$ cat src/rtl/cpu_sequencer.sv
// FETCH/DECODE/EXECUTE sequencer for the 8-bit datapath; outputs are decoded combinationally from state and ir.
// Optional macro CU_IO_WAIT_EN: IN/OUT hold EXECUTE with strobes high until io_ready.
module cpu_sequencer #(
  parameter logic [2:0] ALU_PASS = 3'b000,
  parameter int         ADDR_W   = 11
) (
  input  logic              clk,
  input  logic              rst,
  input  logic [15:0]       instruction,
  input  logic              zero,
  input  logic              carry,
  input  logic [ADDR_W-1:0] stack_addr,
  input  logic              io_ready,
  output logic              insel,
  output logic              we,
  output logic              selk,
  output logic              selimm,
  output logic              selpc,
  output logic              ldpc,
  output logic              ldflag,
  output logic              wr_en,
  output logic              rd_en,
  output logic [2:0]        raa,
  output logic [2:0]        rab,
  output logic [2:0]        wa,
  output logic [2:0]        opalu,
  output logic [2:0]        sh,
  output logic [7:0]        kte,
  output logic [7:0]        imm,
  output logic [ADDR_W-1:0] ninst_addr,
  output logic [7:0]        port_addr,
  output logic              rd_strobe,
  output logic              wr_strobe,
  output logic              halted
);

  localparam logic [1:0] S_FETCH  = 2'd0;
  localparam logic [1:0] S_DECODE = 2'd1;
  localparam logic [1:0] S_EXEC   = 2'd2;
  localparam logic [1:0] S_HALT   = 2'd3;

  logic [1:0]  state_q, state_d;
  logic [15:0] ir_q, ir_d;
  logic [4:0]  op;
  logic [2:0]  ra, rb;
  logic        io_done;
  logic        is_io;

  assign op    = ir_q[15:11];
  assign ra    = ir_q[10:8];
  assign rb    = ir_q[7:5];
  assign is_io = (op == 5'b00010) || (op == 5'b00011);

`ifdef CU_IO_WAIT_EN
  assign io_done = io_ready;
`else
  logic unused_io_ready;
  assign unused_io_ready = io_ready;
  assign io_done = 1'b1;
`endif

  always_comb begin
    state_d = state_q;
    ir_d    = ir_q;
    case (state_q)
      S_FETCH:  state_d = S_DECODE;
      S_DECODE: begin
        state_d = S_EXEC;
        ir_d    = instruction;
      end
      S_EXEC: begin
        if (op == 5'b11110)       state_d = S_HALT;
        else if (is_io && !io_done) state_d = S_EXEC;
        else                      state_d = S_FETCH;
      end
      default:  state_d = S_HALT;
    endcase
  end

  always_ff @(posedge clk or negedge rst) begin
    if (!rst) begin
      state_q <= S_FETCH;
      ir_q    <= '0;
    end else begin
      state_q <= state_d;
      ir_q    <= ir_d;
    end
  end

  always_comb begin
    insel = 1'b0; we = 1'b0; selk = 1'b0; selimm = 1'b0; selpc = 1'b0;
    ldpc = 1'b0; ldflag = 1'b0; wr_en = 1'b0; rd_en = 1'b0;
    raa = '0; rab = '0; wa = '0; opalu = '0; sh = '0;
    kte = '0; imm = '0; ninst_addr = '0; port_addr = '0;
    rd_strobe = 1'b0; wr_strobe = 1'b0;
    halted = (state_q == S_HALT);
    if (state_q == S_EXEC) begin
      kte       = ir_q[7:0];
      imm       = ir_q[7:0];
      port_addr = ir_q[7:0];
      ldpc      = 1'b1;
      casez (op)
        5'b00001: begin wa = ra; selk = 1'b1; we = 1'b1; end
        5'b00010: begin
          wa = ra; rd_strobe = 1'b1; we = io_done; ldpc = io_done;
        end
        5'b00011: begin
          raa = ra; opalu = ALU_PASS; wr_strobe = 1'b1; ldpc = io_done;
        end
        5'b01???, 5'b10???: begin
          raa = ra; wa = ra; rab = rb; opalu = op[2:0];
          selimm = op[4]; insel = 1'b1; we = 1'b1; ldflag = 1'b1;
        end
        5'b11000: begin
          raa = ra; wa = ra; opalu = ALU_PASS; sh = ir_q[2:0];
          insel = 1'b1; we = 1'b1; ldflag = 1'b1;
        end
        // Conditional branches fall through to PC+1 when their flag is clear.
        5'b11001, 5'b11010, 5'b11011: begin
          if (op == 5'b11001 || (op == 5'b11010 && zero) || (op == 5'b11011 && carry)) begin
            selpc      = 1'b1;
            ninst_addr = ADDR_W'(ir_q[10:0]);
          end
        end
        5'b11100: begin
          wr_en = 1'b1; selpc = 1'b1; ninst_addr = ADDR_W'(ir_q[10:0]);
        end
        5'b11101: begin
          rd_en = 1'b1; selpc = 1'b1; ninst_addr = stack_addr;
        end
        5'b11110: ldpc = 1'b0;
        default: ;
      endcase
    end
  end

endmodule

$ cat config.mk
export PLATFORM = sky130hd
export DESIGN_NAME = cpu_sequencer
export DESIGN_NICKNAME = d
export VERILOG_FILES = /design/src/rtl/cpu_sequencer.sv
export SDC_FILE = /design/constraint.sdc
export NUM_CORES = 1
export LEC_CHECK = 0
export CAP_MARGIN = 20
export CORE_MARGIN = 5
export CORE_UTILIZATION = 35
export CTS_BUF_LIST = sky130_fd_sc_hd__clkbuf_8 sky130_fd_sc_hd__clkbuf_16
export DETAILED_ROUTE_END_ITERATION = 8
export PLACE_DENSITY = 0.78
export SLEW_MARGIN = 20
export SYNTH_ARGS = -nofsm -noshare
export SYNTH_HDL_FRONTEND = slang
export SYNTH_SLANG_ARGS = --single-unit
$ cat constraint.sdc
create_clock -name clk -period 1.6 [get_ports clk]
set_clock_uncertainty 0.1 [all_clocks]
set_input_delay 0.24 -clock clk [delete_from_list [all_inputs] [get_ports clk]]
set_output_delay 0.24 -clock clk [all_outputs]
set_load 0.005 [all_outputs]
==> impl_metrics.ini <==
[outcome]
outcome = finished with violations
violations = negative setup slack

[timing]
fin_ws_ps = -650
rsz0062_at_grt = yes
worst_slew_pin_slew_ps = 293
setup_tns_ps = -24550
post-route-min-period_ps = 2250
post-route-period-util_pct = 141
slew_headroom_pct = 80.4
finalSetupViolations = 71
report.final.slew_viol_count = 0
timing_hold_violations_final = 0
fmax_mhz = 444

[floorplan]
core_um2 = 4410
die_h_um = 77.7
die_w_um = 77.7
row_count = 24
io_pins = 94
initial_core_util_pct = 36.4
die_area_um2 = 6040

[cells_and_area]
syn_to_final_growth_pct = 114
antenna_cells = 0
post-route-util_pct = 77.9
drive_above_1_share_pct = 60.7
fin_area_um2 = 3440
finalNonFillerCells = 380
nNetsFinal = 362

[clock_tree]
clk_pin_slew_ps = 80
cts_tree = yes
insertion_delay_ps = 260
cts_sinks = 18
cts.path.max_buffers = 2
htreeDepth = 1
numCtsBuffers = 3
root_buffer = clkbuf_8

[global_routing]
grtUsageTotal_pct = 22.9
grt_pass1_wl_mm = 11.4
grt_overflow_total = 0
grt_pass1_vias = 2181
grt_max_degree = 20
antenna_found_initial = 0

[drt]
finalWirelength_mm = 8.25
drcViolationCount = 0
via_per_inst = 5.92
dr.pass1.iters = 5
post_drt_wl_per_cell_um = 21.7
via_count = 2248
drtIter0Drc = 250
drtAntennaViolNets = 0

[yosys]
synth_area_um2 = 1610
netlist_instances = 183
synth_top_cell_by_area = dfrtp_1
synth.distinct_cells = 33
syn-mean-instance-area_um2 = 8.77
ys_ff_latch = 18
synth_area_leaders = dfrtp_1 (28%), mux2_2 (9.8%), buf_4 (8.0%), and2_1 (7.0%), and4b_1 (6.9%)
synth-edff-count = 0
synthArstFlopShare_pct = 100
synth_top_area_share_pct = 28.1
yosys_warnings = 0
synth_flop_cell = dfrtp_1
yosysSeqAreaShare_pct = 28.1
syn-num-nets = 216

[power]
p_leak_uw = 0.00157
vdd_drop_max_uv = 975
cellPowerDensity_nw_per_um2 = 2010

[worst_setup_path]
critPathCaptureType = output port
cp-start-kind = flip-flop
path_class = flip-flop to output port
crit_slowest_cell = clkdlybuf4s50_1
cp.arrival_ps = 1910
required_ps = 1260
crit_fanout = 10
max_stage_delay_ps = 510
crit_path_cell_trace = buf_6 > nor2b_2 > buf_4 > and3_1 > clkdlybuf4s50_1

[placement]
dp_slack_ps = -656
placedCellCount = 339
gp_congestion = 0.863
io_buffers = 92
hpwl_mm = 4.55
place_area_um2 = 2760

[run]
maxCapViolCount = 0

[hold_path]
hp-class = primary input to asynchronous set/reset pin
[repair_timing]
| item | 4_1_cts | 5_1_grt |
|---|---|---|
| hold buffers | 0 | 0 |
| setup buffers | 29 | 8 |
| resized for setup | 307 | 40 |
| endpoints found under the setup margin | 62 | 75 |
| gates cloned | 2 | 2 |
| pin swaps | 29 | 17 |
[synth_stat cells (all sizes together) (2+ instances only)]
cell type / instances
a21boi: 3
a21oi: 16
a32oi: 11
and2: 18
and3: 3
and4b: 11
buf: 31
clkbuf: 3
dfrtp: 18
inv: 4
mux2: 14
nand2: 7
nor2: 8
nor2b: 3
nor3: 2
nor4bb: 2
o211ai: 12
o21ai: 3
[metal layers]
metal / part of all wire, % / global-route usage [%]
met5: 0 / 0
met1: 38 / 29.1
met4: 2.3 / 6.36
met3: 10 / 4.86
met2: 49 / 38.9
[placed cells by master, fill, tap and decap left out, types with 3 or more instances in the layout]
master | synthesis | final
a32oi_1 | 11 | 11
nand2_1 | 7 | 6
buf_2 | 14 | 16
and2_1 | 18 | 5
o211ai_1 | 12 | 12
mux2_4 | 0 | 13
buf_6 | 0 | 62
and4b_1 | 11 | 11
dfrtp_1 | 18 | 16
and2_4 | 0 | 13
nor2_1 | 8 | 5
clkbuf_8 | 0 | 4
clkdlybuf4s15_2 | 0 | 14
buf_4 | 17 | 45
a21oi_1 | 16 | 14
a21boi_2 | 0 | 3
clkdlybuf4s50_1 | 0 | 31
[worst max-delay path, delay by kind of cell, from the launching register on]
kind | cells | cell delay, ps
buf+inv | 3 | 850
flops | 1 | 420
simple gates | 2 | 370
[stage by stage]
step                hold slack [ps]  total power, µW
floorplan                      -156             2690
global placement                428             4400
detailed placement              435             4500
CTS                             233             5970
global route                    252             7170
finish                          219             6890
[final timing paths]
kind                                            from                   end  depth (start not counted)  slack, ps
worst min register to register   ir_q[3]$_DFFE_PN0N_   ir_q[3]$_DFFE_PN0N_                          1        500
max in group asynchronous                        rst  ir_q[14]$_DFFE_PN0N_                          2        950
min in group clk                     instruction[11]  ir_q[11]$_DFFE_PN0N_                          2        490
worst min-delay path                             rst   ir_q[1]$_DFFE_PN0N_                          2        220
worst max-delay path            ir_q[12]$_DFFE_PN0N_             rd_strobe                          5       -650
worst max register to register  state_q[1]$_DFF_PN0_  ir_q[11]$_DFFE_PN0N_                          5        -60
[cells by family after synthesis]
family,count (synthesis),synth area share (%)
AO/OA/AOI/OAI,48,20.6
AND/OR/NAND/NOR,63,26.3
flip-flops,18,28.1
XOR/XNOR,1,0.546
adder cells (fa/ha/maj),1,0.779
multiplexers,14,9.82
buffers and inverters,38,14.0
[cell type report]
type                    instances  area, µm²
multi-input cells             127       1140
inverters                       4       20.0
flip-flops and latches         18        453
clock buffers                   4       55.1
repair buffers                175       1700
well taps                      52       65.1
fillers                       245        977
[registers in the layout, indices dropped and copies added, names as in the netlist]
register / count
state_q: 2
ir_q: 16
[power by group]
| part | leakage (µW) | switching (µW) | internal (µW) |
|---|---|---|---|
| sequential | 0.000208 | 217 | 699 |
| combinational | 0.00134 | 2360 | 3220 |
| clock | 0.0000288 | 178 | 219 |
| total | 0.00157 | 2760 | 4140 |
(Power assumes the default switching activity.)
